## config.mk

```make
export PLATFORM = sky130hd
export DESIGN_NAME = logic_unit_pipe
export DESIGN_NICKNAME = d
export VERILOG_FILES = /design/src/rtl/CPU_package.sv /design/src/rtl/logic_unit_core.sv /design/src/rtl/logic_unit_pipe.sv
export SDC_FILE = /design/constraint.sdc
export NUM_CORES = 1
export LEC_CHECK = 0
export BUFFER_PORTS_ARGS = -buffer_cell sky130_fd_sc_hd__buf_2
export CAP_MARGIN = 20
export CORE_ASPECT_RATIO = 1.4
export CORE_MARGIN = 1
export CORE_UTILIZATION = 50
export CTS_BUF_LIST = sky130_fd_sc_hd__clkbuf_8
export CTS_CLUSTER_SIZE = 24
export DETAILED_ROUTE_END_ITERATION = 6
export PLACE_DENSITY = 0.73
export SLEW_MARGIN = 20
export SYNTH_ARGS = -nofsm -noshare
export SYNTH_HDL_FRONTEND = slang
export SYNTH_SLANG_ARGS = --single-unit
```

## constraint.sdc

```tcl
create_clock -name clk -period 4.1 [get_ports clk]
set_clock_uncertainty 0.2 [all_clocks]
set_input_delay 0.615 -clock clk [delete_from_list [all_inputs] [get_ports clk]]
set_output_delay 0.615 -clock clk [all_outputs]
set_load 0.02 [all_outputs]
```

## src/rtl/CPU_package.sv

```systemverilog
// Shared CPU types: data width, ALU opcodes and compare-flag encodings.
// LOGIC_SIGNED_CMP_EN adds signed compare support in logic_unit_core; this package is unaffected.
package CPU_package;

    localparam int DATA_WIDTH = 16;

    typedef enum logic [3:0] {
        ALU_OP_ADD  = 4'd0,
        ALU_OP_SUB  = 4'd1,
        ALU_OP_AND  = 4'd2,
        ALU_OP_OR   = 4'd3,
        ALU_OP_XOR  = 4'd4,
        ALU_OP_NOT  = 4'd5,
        ALU_OP_CPR  = 4'd6,
        ALU_OP_SLL  = 4'd7,
        ALU_OP_SRL  = 4'd8,
        ALU_OP_NAND = 4'd9,
        ALU_OP_NOR  = 4'd10,
        ALU_OP_XNOR = 4'd11,
        ALU_OP_CPRS = 4'd12
    } enum_alu_opcode_t;

    localparam logic [2:0] FLAG_EQ = 3'b100;
    localparam logic [2:0] FLAG_GT = 3'b010;
    localparam logic [2:0] FLAG_LT = 3'b001;

    // One-hot flag word from the equal / greater-than decisions.
    function automatic logic [2:0] cmp_flags(input logic eq, input logic gt);
        logic [2:0] f;
        if (eq) begin
            f = FLAG_EQ;
        end else if (gt) begin
            f = FLAG_GT;
        end else begin
            f = FLAG_LT;
        end
        return f;
    endfunction

endpackage

```

## src/rtl/logic_unit_core.sv

```systemverilog
// Combinational logic-op decode between the S1 and S2 registers; 0 cycles, no flow control.
// ALU_OP_CPRS is decoded only when LOGIC_SIGNED_CMP_EN is defined, otherwise it reports op_err.
module logic_unit_core
    import CPU_package::*;
#(
    parameter int WIDTH       = DATA_WIDTH,
    parameter int HOLD_ON_CPR = 1
) (
    input  enum_alu_opcode_t   op,
    input  logic [WIDTH-1:0]   a,
    input  logic [WIDTH-1:0]   b,
    input  logic [WIDTH-1:0]   prev_out,
    input  logic [2:0]         prev_flag,
    output logic [WIDTH-1:0]   res,
    output logic [2:0]         flag,
    output logic               err
);

    logic [WIDTH-1:0] cpr_res;
    logic [2:0]       ucmp_flag;

    assign cpr_res   = (HOLD_ON_CPR != 0) ? prev_out : '0;
    assign ucmp_flag = cmp_flags(a == b, a > b);

`ifdef LOGIC_SIGNED_CMP_EN
    logic [2:0] scmp_flag;
    assign scmp_flag = cmp_flags(a == b, $signed(a) > $signed(b));
`endif

    // Anything not decoded below leaves the previous result and flags in place.
    always_comb begin
        res  = prev_out;
        flag = prev_flag;
        err  = 1'b0;
        case (op)
            ALU_OP_AND:  res = a & b;
            ALU_OP_OR:   res = a | b;
            ALU_OP_XOR:  res = a ^ b;
            ALU_OP_NAND: res = ~(a & b);
            ALU_OP_NOR:  res = ~(a | b);
            ALU_OP_XNOR: res = ~(a ^ b);
            ALU_OP_NOT:  res = ~a;
            ALU_OP_CPR: begin
                res  = cpr_res;
                flag = ucmp_flag;
            end
`ifdef LOGIC_SIGNED_CMP_EN
            ALU_OP_CPRS: begin
                res  = cpr_res;
                flag = scmp_flag;
            end
`endif
            default: err = 1'b1;
        endcase
    end

endmodule

```

## src/rtl/logic_unit_pipe.sv

```systemverilog
// Two-stage logic unit (S1 operands, S2 result): 2-cycle latency, valid/ready both sides, S1 stalls while S2 is held.
// Define LOGIC_SIGNED_CMP_EN to enable the ALU_OP_CPRS signed compare.
module logic_unit_pipe
    import CPU_package::*;
#(
    parameter int WIDTH       = DATA_WIDTH,
    parameter int HOLD_ON_CPR = 1
) (
    input  logic             clk,
    input  logic             rst_n,
    input  logic             in_valid,
    output logic             in_ready,
    input  logic [WIDTH-1:0] in_a,
    input  logic [WIDTH-1:0] in_b,
    input  enum_alu_opcode_t alu_opcode,
    output logic             out_valid,
    input  logic             out_ready,
    output logic [WIDTH-1:0] logic_out,
    output logic [2:0]       logic_out_flag,
    output logic             op_err
);

    logic             s1_valid_q, s1_valid_d;
    logic [WIDTH-1:0] s1_a_q, s1_a_d;
    logic [WIDTH-1:0] s1_b_q, s1_b_d;
    enum_alu_opcode_t s1_op_q, s1_op_d;

    logic             out_valid_q, out_valid_d;
    logic [WIDTH-1:0] logic_out_q, logic_out_d;
    logic [2:0]       flag_q, flag_d;
    logic             op_err_q, op_err_d;

    logic             s1_accept;
    logic             s2_load;
    logic [WIDTH-1:0] core_res;
    logic [2:0]       core_flag;
    logic             core_err;

    logic_unit_core #(
        .WIDTH       (WIDTH),
        .HOLD_ON_CPR (HOLD_ON_CPR)
    ) u_core (
        .op        (s1_op_q),
        .a         (s1_a_q),
        .b         (s1_b_q),
        .prev_out  (logic_out_q),
        .prev_flag (flag_q),
        .res       (core_res),
        .flag      (core_flag),
        .err       (core_err)
    );

    // in_ready covers both an empty S1 and an S1 that moves into S2 this cycle.
    always_comb begin
        s2_load   = s1_valid_q && (!out_valid_q || out_ready);
        in_ready  = !s1_valid_q || !out_valid_q || out_ready;
        s1_accept = in_valid && in_ready;

        s1_valid_d = s1_valid_q;
        s1_a_d     = s1_a_q;
        s1_b_d     = s1_b_q;
        s1_op_d    = s1_op_q;
        if (s1_accept) begin
            s1_valid_d = 1'b1;
            s1_a_d     = in_a;
            s1_b_d     = in_b;
            s1_op_d    = alu_opcode;
        end else if (s2_load) begin
            s1_valid_d = 1'b0;
        end

        out_valid_d = out_valid_q;
        logic_out_d = logic_out_q;
        flag_d      = flag_q;
        op_err_d    = op_err_q;
        if (s2_load) begin
            out_valid_d = 1'b1;
            logic_out_d = core_res;
            flag_d      = core_flag;
            op_err_d    = core_err;
        end else if (out_ready) begin
            out_valid_d = 1'b0;
        end
    end

    always_ff @(posedge clk or negedge rst_n) begin
        if (!rst_n) begin
            s1_valid_q  <= 1'b0;
            s1_a_q      <= '0;
            s1_b_q      <= '0;
            s1_op_q     <= ALU_OP_ADD;
            out_valid_q <= 1'b0;
            logic_out_q <= '0;
            flag_q      <= 3'b000;
            op_err_q    <= 1'b0;
        end else begin
            s1_valid_q  <= s1_valid_d;
            s1_a_q      <= s1_a_d;
            s1_b_q      <= s1_b_d;
            s1_op_q     <= s1_op_d;
            out_valid_q <= out_valid_d;
            logic_out_q <= logic_out_d;
            flag_q      <= flag_d;
            op_err_q    <= op_err_d;
        end
    end

    assign out_valid      = out_valid_q;
    assign logic_out      = logic_out_q;
    assign logic_out_flag = flag_q;
    assign op_err         = op_err_q;

endmodule

```

==> results of run 1 <==
-- stage by stage --
stage               hold WS [ns]  cell area (sq um)  worst slack, ns  power [mW]  utilization, %
detailed placement         0.270               4370             1.07        1.69            56.0
CTS                        0.244               4550             1.07        2.18            58.4
global placement           0.258               4370             1.19        1.66            56.0
floorplan                  0.119               4040             1.98        1.43               -
global route               0.253               4550            0.835        2.32            58.4
finish                     0.215               4550            0.985        2.17            58.4
-- power breakdown --
group	total [mW]	switching, mW	internal [mW]
combinational	0.823	0.473	0.350
sequential	0.857	0.146	0.711
clock	0.488	0.226	0.262
total	2.17	0.845	1.32
-- cells by family (layout without fill, tap and decap cells) --
kind of cell	count (synthesis)	after routing	synth area share [%]
adders and majority gates	48	48	14.9
and+or+nand+nor	84	84	10.9
muxes	52	52	14.5
AOI/OAI and AO/OA	97	97	17.4
buffers and inverters	59	118	6.39
DFF	58	58	36.0
-- synth_stat cells, drive strengths merged (2+ instances only) --
master	n
nor4	7
ha	48
o21ai	50
inv	39
clkbuf	4
nand2b	8
mux2	51
a22oi	15
or2	15
nand2	20
nor2b	2
nor2	22
dfrtp	58
a221oi	16
a21oi	5
and2	3
buf	16
nor3	2
nand3b	2
-- placed cells by master (no fill, tap or decap), types with 2 or more instances in the layout --
cell	n
buf_2	61
dfrtp_1	58
mux2_2	51
ha_1	48
inv_1	40
o21ai_0	34
nand2_1	20
nor2_1	20
a22oi_1	15
o21ai_1	15
or2_0	14
clkbuf_8	12
a221oi_2	10
nand2b_1	7
nor4_1	6
a221oi_1	6
a21oi_1	4
and2_1	3
nand3b_1	2
nor3_1	2
nor2b_1	2
clkinv_2	2
buf_4	2
-- layer usage --
layer | vias up | wire (um) | GRT usage (%)
met3 | 29 | 403 | 5.65
met2 | 99 | 4820 | 42.3
met4 | 0 | 331 | 13.6
met5 | - | 0 | 0
li1 | 1503 | - | -
met1 | 1558 | 3800 | 27.7
-- state kept, by name (all words and copies together), names as in the netlist --
name and count:
logic_out 16, logic_out_flag 3, op_err 1, out_valid 1, s1_a_q 16, s1_b_q 16, s1_op_q 4, s1_valid_q 1
-- final cells by class --
type | instances | area share, %
clock buffer | 12 | 3.63
tap | 100 | 2.75
inverter | 39 | 3.22
multi-input combinational | 281 | 51.1
clock inverter | 4 | 0.385
sequential | 58 | 31.9
timing repair buffer | 63 | 7.03
-- worst max-delay path by stage --
stage / depth (start not counted) / slack (ns) / start / endpoint
6_report: 5 / 0.99 / s1_op_q[0] / logic_out[4]
5_1_grt: 5 / 0.84 / s1_op_q[0] / logic_out[10]
4_1_cts: 5 / 1.07 / s1_op_q[0] / logic_out[4]
3_5_place_dp: 5 / 1.07 / s1_op_q[0] / logic_out[4]
3_3_place_gp: 5 / 1.19 / s1_op_q[0] / logic_out[5]
2_1_floorplan: 4 / 1.98 / out_ready / s1_a_q[0]
-- worst max-delay path, stage by stage (launching register included) --
cell and delay [ns]:
dfrtp_1 0.84, and2_1 0.70, nand3b_1 0.72, nor2_1 0.35, a221oi_2 0.06, o21ai_1 0.16
==> impl_metrics.yaml, run 1 <==
outcome:
  outcome: "complete, no violations"
sta:
  rsz0062_at_grt: "false"
  drv_slew: 0
  hold_violations: 0
  fin_crit_sh_pct: 76.0
  slew_headroom_pct: 36.0
  setup_viol: 0
  finalSetupTns_ns: 0
  fin_crit_ns: 3.11
  tightest_slew_ns: 0.959
  max_freq_mhz: 321
finish:
  stdcell_count: 557
  diodes: 0
  drive_gt1_share_pct: 32.2
  area_growth_pct: 12.8
  nFillCells: 716
  regArea_sq_mm: 0.00145
  multi_input_area_sq_mm: 0.00233
  nets: 540
drt:
  routedWlPerCell_um: 16.8
  viasPerCell: 5.73
  wirelength_um: 9360
  drt_first_pass_iters: 5
  vias: 3189
  drc_errors: 0
  ant_nets: 0
  drtIter0Drc: 216
place:
  portBuffers: 61
  post-place-cells: 541
  gp_routability_congestion: 0.872
  dp_hpwl_um: 6460
worst_setup_path:
  rr_startpoint: "s1_op_q[0]"
  cp-end-kind: "flop"
  cp_data_arrival_time_ns: 3.19
  worstSetupPathType: "flop to flop"
  rrSetupSlack_ns: 0.99
  reg2reg_to: "logic_out[4]"
  r2r_cells: 5
  cp_max_fo: 26
  start_kind: "flop"
  worstPathRequired_ns: 4.17
die:
  fp.dieW_um: 77.9
  ios: 62
  start_util_pct: 51.8
  coreArea_sq_mm: 0.00780
  num_rows: 38
  die-area_sq_mm: 0.00844
  chipHeight_um: 108
clock_network:
  cts_buffer_depth: 2
  cts-htree-levels: 3
  clk_pin_slew_ns: 0.07
  clock-root-buffer: "clkbuf_8"
  cts_tree: "done"
  cts_made_buffers: 9
  clock_latency_ns: 0.35
  cts_resized: 0
  cts_sinks: 58
  cts_hold_buf: 0
  post_cts_buffers: 0
synthesis:
  synth_area_leaders: "dfrtp_1 36%, ha_1 15%, mux2_2 14%"
  synth-edff-count: 0
  synth_nets: 486
  ys.flop_type: "dfrtp_1"
  ys_seq_area_share_pct: 36.0
  syn_inst: 398
  avgSynthCellArea_sq_um: 10.1
  ys_ff_latch: 58
  synth_cell_types: 47
  synth_top_cell_by_area: "dfrtp_1"
  async_flop_share_pct: 100
  syn_area_sq_mm: 0.00404
  ys.warnings.count: 0
  synth_top_area_share_pct: 36.0
power:
  p_leak_nw: 2.15
  power_density_mw_per_mm2: 476
  ir_worst_vdd_v: 0.000205
run:
  drv_cap: 0
grt:
  grt_usage_pct: 24.4
  grt_pass1_wl_um: 15700
  overflow: 0
  grt_antenna_before_repair: 0
  grt_pass1_vias: 3245
  grt_max_degree: 43
worst_hold_path:
  hold_path.class: "input pin to async pin"
Note: power is estimated with default switching activity, not from simulation.
==> run 2, diff against run 1 <==
--- a/config.mk
+++ b/config.mk
@@ -13,7 +13,7 @@
 export CTS_BUF_LIST = sky130_fd_sc_hd__clkbuf_8
 export CTS_CLUSTER_SIZE = 24
 export DETAILED_ROUTE_END_ITERATION = 6
-export PLACE_DENSITY = 0.73
+export PLACE_DENSITY = 0.75
 export SLEW_MARGIN = 20
 export SYNTH_ARGS = -nofsm -noshare
 export SYNTH_HDL_FRONTEND = slang
==> constraint.sdc (replaced) <==
create_clock -name clk -period 2.8 [get_ports clk]
set_clock_uncertainty 0.2 [all_clocks]
set_input_delay 0.42 -clock clk [delete_from_list [all_inputs] [get_ports clk]]
set_output_delay 0.42 -clock clk [all_outputs]
set_load 0.02 [all_outputs]
==> impl_metrics.yaml, run 2 (synthesized netlist as in run 1, its figures left out) <==
outcome:
  outcome: "complete, no violations"
place:
  place_area_sq_mm: 0.00447
  dp_hpwl_um: 6640
  gp_routability_congestion: 0.862
  portBuffers: 61
  post-place-cells: 552
clock_network:
  clock-root-buffer: "clkbuf_8"
  cts_sinks: 58
  clk_pin_slew_ns: 0.06
  clock_latency_ns: 0.35
  cts-htree-levels: 3
  cts_made_buffers: 9
  post_cts_buffers: 0
  cts_tree: "done"
  cts_buffer_depth: 2
finish:
  fin_area_sq_mm: 0.00466
  stdcell_count: 569
  nets: 552
  layout_common_cells: "61 x buf_2, 58 x dfrtp_1, 51 x mux2_2, 48 x ha_1, 40 x inv_1"
  layout_commonest_cell: "buf_2"
  area_growth_pct: 15.4
  drive_gt1_share_pct: 33.7
  diodes: 0
worst_setup_path:
  worstPathRequired_ns: 2.84
  cpMaxStageDelayCell: "dfrtp_1"
  start_kind: "flop"
  r2r_cells: 7
  cp_max_fo: 5
  path_cells: "inv_1 -> ha_1 -> nor4_1 -> and2_1 -> a2bb2oi_1 -> a2111oi_2 -> a22o_1"
  rr_startpoint: "s1_a_q[11]"
  crit_path_start: "s1_a_q[11]"
  worstSetupPathType: "flop to flop"
  cp_data_arrival_time_ns: 2.26
  critical_path.max_stage_delay_ns: 0.41
  cp-end-kind: "flop"
worst_hold_path:
  worstHoldPathCells: 2
  hold_path.class: "input pin to flop"
  min_from: "in_valid"
sta:
  setup_viol: 0
  hold_violations: 0
  drv_slew: 0
  slew_headroom_pct: 47.2
  finalSetupTns_ns: 0
  fin_crit_sh_pct: 79.4
  hold_slack_ns: 0.0884
  tightest_slew_ns: 0.784
  rsz0062_at_grt: "false"
  fin_crit_ns: 2.22
  max_freq_mhz: 450
power:
  p_leak_nw: 2.21
  ir_worst_vdd_v: 0.000311
  p_switching_mw: 1.24
  p_comb_share_pct: 40.4
  p_sw_share_pct: 38.7
  power_density_mw_per_mm2: 688
  power.internal_mw: 1.96
  clockPowerShare_pct: 22.1
  seqPwrFrac_pct: 37.5
  total_power_mw: 3.21
drt:
  drt_first_pass_iters: 6
  viasPerCell: 5.66
  routedWlPerCell_um: 16.9
  wirelength_um: 9610
  drc_errors: 0
  vias: 3218
  ant_nets: 0
  drtIter0Drc: 207
grt:
  grt_pass1_vias: 3362
  grt_pass1_wl_um: 15900
  grt_usage_pct: 24.6
  overflow: 0
  grt_antenna_before_repair: 0
  grt_max_degree: 59
die:
  fp.dieW_um: 77.9
  chipHeight_um: 108
  num_rows: 38
  coreArea_sq_mm: 0.00780
  die-area_sq_mm: 0.00844
  ios: 62
  start_util_pct: 51.8
run:
  drv_cap: 0
==> run 2: cell types whose count changed in the layout (fill, tap and decap cells not counted), sizes merged <==
cell	delta
buf	+11
dlygate4sd3	+1
==> run 2: timing repair <==
item                                   in CTS  in global routing
endpoints found under the hold margin      58                  0
resized for setup                           0                  0
hold buffers                                1                  0
==> run 2: power by group through the flow <==
stage | Clock, mW | Combinational, mW | Sequential [mW]
after floorplan | 0 | 0.755 | 1.34
after global placement | 0 | 1.25 | 1.21
after detailed placement | 0 | 1.28 | 1.22
after CTS | 0.728 | 1.29 | 1.21
after global routing | 0.763 | 1.42 | 1.23
final | 0.709 | 1.29 | 1.20
==> run 2: stage by stage <==
step	worst slack, ns	utilization (%)
after floorplan	0.749	-
after global placement	0.616	57.3
after detailed placement	0.586	57.3
after CTS	0.572	59.7
after global routing	0.417	59.7
final	0.576	59.7
==> run 2: worst paths after layout <==
check / slack, ns / to
setup / recovery: 0.58 / logic_out_flag[0]
hold / removal: 0.09 / s1_valid_q
setup reg to reg: 0.58 / logic_out_flag[0]
hold reg to reg: 0.28 / logic_out[1]
max in group asynchronous: 1.72 / s1_a_q[4]
min in group asynchronous: 0.40 / s1_a_q[10]
==> run 2: final cells by class <==
type	count	area (sq um)
sequential	58	1450
clock buffer	12	165
clock inverter	4	17.5
tap	100	125
multi-input combinational	281	2330
fill	674	3140
timing repair buffer	75	425
inverter	39	146
==> run 2: critical path, delay by kind of cell, from the launching register on <==
kind,cells,cell delay (ns)
flip-flops,1,0.41
adder cells (fa/ha/maj),1,0.36
AO/OA/AOI/OAI,3,0.49
buffers and inverters,1,0.06
AND/OR/NAND/NOR,2,0.60
==> run 2: per-layer routing <==
layer | GRT usage, % | share of wire (%) | vias to the layer above
li1 | - | - | 1534
met1 | 26.9 | 39 | 1553
met2 | 44.8 | 53 | 111
met5 | 0 | 0 | -
met4 | 11.8 | 2.5 | 0
met3 | 5.65 | 6.2 | 20
==> run 3, diff against run 2 <==
--- a/config.mk
+++ b/config.mk
@@ -5,6 +5,7 @@
 export SDC_FILE = /design/constraint.sdc
 export NUM_CORES = 1
 export LEC_CHECK = 0
+export ABC_AREA = 1
 export BUFFER_PORTS_ARGS = -buffer_cell sky130_fd_sc_hd__buf_2
 export CAP_MARGIN = 20
 export CORE_ASPECT_RATIO = 1.4
==> constraint.sdc (replaced) <==
create_clock -name clk -period 1.9 [get_ports clk]
set_clock_uncertainty 0.2 [all_clocks]
set_input_delay 0.285 -clock clk [delete_from_list [all_inputs] [get_ports clk]]
set_output_delay 0.285 -clock clk [all_outputs]
set_load 0.02 [all_outputs]
==> impl_metrics.yaml, run 3 <==
drt:
  drc_errors: 0
  vias: 3966
  routedWlPerCell_um: 13.0
  ant_nets: 0
  wirelength_um: 9830
  drtIter0Drc: 233
  viasPerCell: 5.24
  drt_first_pass_iters: 5
die:
  die-area_sq_mm: 0.00874
  start_util_pct: 51.3
  num_rows: 39
  chipHeight_um: 110
  ios: 62
  fp.dieW_um: 79.3
  coreArea_sq_mm: 0.00815
synthesis:
  synth_compound_area_share_pct: 6.22
  avgSynthCellArea_sq_um: 7.50
  ys.flop_type: "dfrtp_1"
  synth_top_family_by_area: "simple AND/OR/NAND/NOR gates"
  synth_nets: 646
  synth_area_leaders: "dfrtp_1 35%, ha_1 14%, nand3_1 12%"
  synth-xor-area-share_pct: 0
  synth-adder-area-share_pct: 14.4
  ys_ff_latch: 58
  post-synth-top-count-cell: "nand2_1"
  synth_top_cell_by_area: "dfrtp_1"
  ys_seq_area_share_pct: 34.7
  synth.area.mux_share_pct: 0
  yosys.area_share.simple_pct: 36.0
  synth-edff-count: 0
  async_flop_share_pct: 100
  synth_cell_types: 25
  ys.warnings.count: 0
  syn_inst: 558
  synth_top_area_share_pct: 34.7
  synthTopCellsByCount: "109 x nand2_1, 100 x nand3_1, 59 x nor2_1"
  syn_area_sq_mm: 0.00418
power:
  ir_worst_vdd_v: 0.000511
  total_power_mw: 5.08
  p_leak_nw: 2.79
  power_density_mw_per_mm2: 983
sta:
  fin_crit_ns: 1.82
  finalSetupTns_ns: 0
  slew_headroom_pct: 74.2
  rsz0062_at_grt: "false"
  drv_slew: 0
  setup_viol: 0
  max_freq_mhz: 550
  hold_slack_ns: -0.00665
  tightest_slew_ns: 0.384
  hold_violations: 4
  fin_crit_sh_pct: 95.7
worst_setup_path:
  worstPathRequired_ns: 1.41
  r2r_cells: 8
  cp_max_fo: 3
  rr_startpoint: "s1_a_q[11]"
  reg2reg_to: "logic_out_flag[0]"
  worstSetupPathType: "input pin to output port"
  cp_data_arrival_time_ns: 1.33
  rrSetupSlack_ns: 0.09
  start_kind: "input pin"
  cp-end-kind: "output port"
clock_network:
  cts_tree: "done"
  cts-htree-levels: 3
  clock-root-buffer: "clkbuf_8"
  cts_buffer_depth: 2
  cts_sinks: 58
  clock_latency_ns: 0.36
  clk_pin_slew_ns: 0.07
  cts_made_buffers: 9
grt:
  grt_max_degree: 74
  grt_use_met2_pct: 43.0
  grtUsageMet3_pct: 4.03
  grt_usage_pct: 24.8
  overflow: 0
  grt-busiest-layer: "met2"
  grt_antenna_before_repair: 0
  met1_usage_pct: 30.0
  grt_pass1_wl_um: 16700
  grt_pass1_vias: 3755
finish:
  drive_gt1_share_pct: 16.9
  fin_util_pct: 63.4
  stdcell_count: 757
  diodes: 0
  nets: 739
  area_growth_pct: 23.5
  layout_common_cells: "108 x nand2_1, 100 x nand3_1, 61 x buf_2, 59 x nor2_1"
  multi_input_area_sq_mm: 0.00238
  nFillCells: 725
  layout_commonest_cell: "nand2_1"
  fin_area_sq_mm: 0.00517
  regArea_sq_mm: 0.00145
worst_hold_path:
  worstHoldPathCells: 3
  hold_path.class: "input pin to flop"
  min_from: "in_a[9]"
  holdPathEnd: "s1_a_q[9]"
outcome:
  violations: "hold timing"
  outcome: "finished with violations"
place:
  dp_hpwl_um: 6960
  post-place-cells: 711
  place_area_sq_mm: 0.00464
  portBuffers: 61
  gp_routability_congestion: 0.791
run:
  drv_cap: 0
==> run 3: cell types whose count changed after synthesis, sizes merged, moves of 15 or more <==
cell / change
nand3: +99
nand2: +91
mux2: -51
o21ai: -46
nor2: +44
a21oi: +40
nand3b: +32
inv: +20
a221oi: -16
a22oi: -15
or2: -15
==> run 3: report_power, final <==
part           internal (mW)  total [mW]  switching, mW
registers               1.55        1.75          0.200
logic                  0.776        2.13           1.36
clock network          0.698        1.19          0.494
total                   3.03        5.08           2.05
==> run 3: cells by family (layout without fill, tap and decap cells) <==
| kind of cell | Yosys count | in the layout |
|---|---|---|
| buffers and inverters | 86 | 183 |
| and+or+nand+nor | 316 | 316 |
| DFF | 58 | 58 |
| adders and majority gates | 48 | 48 |
| AOI/OAI and AO/OA | 50 | 50 |
==> run 3: worst max path at each step <==
stage / startpoint / endpoint / slack, ns / cells past startpoint
2_1_floorplan: out_valid / s1_a_q[0] / 0.16 / 5
3_3_place_gp: s1_a_q[11] / logic_out_flag[0] / 0.04 / 8
3_5_place_dp: s1_a_q[11] / logic_out_flag[0] / -0.01 / 8
4_1_cts: out_ready / logic_out_flag[0] / 0.05 / 8
5_1_grt: s1_a_q[11] / logic_out_flag[0] / 0.004 / 8
6_report: out_ready / in_ready / 0.08 / 5
==> run 3: metal layers <==
layer	up-vias	share of wire, %	routed length [um]
met1	1852	44	4340
met3	16	3.9	383
li1	1997	-	-
met5	-	0	0
met2	101	50	4900
met4	0	2.1	210
==> run 3: critical path, stage by stage <==
cell and delay [ns]:
dlygate4sd3_1 0.53, buf_2 0.12, inv_1 0.09, nand3_1 0.12, buf_2 0.19
==> run 3: what timing repair did <==
item	in CTS	in global routing
gates resized for setup	1	3
hold buffers	31	0
endpoints found under the hold margin	88	0
setup buffers	0	0
endpoints found under the setup margin	1	19
==> run 3: stage by stage <==
| step | hold slack [ns] | setup slack [ns] |
|---|---|---|
| global route | 0.0191 | 0.00382 |
| finish | -0.00665 | 0.0826 |
| floorplan | -0.211 | 0.158 |
| CTS | 0.00122 | 0.0487 |
| detailed placement | 0.122 | -0.0102 |
| global placement | 0.109 | 0.0424 |
==> run 3: cell type report <==
class                   instances  share of cell area (%)
clock inverters                 3                   0.751
multi-input cells             414                    46.0
inverters                      59                    4.29
repair buffers                109                    15.2
clock buffers                  12                    3.20
flip-flops and latches         58                    28.1
well taps                     102                    2.47
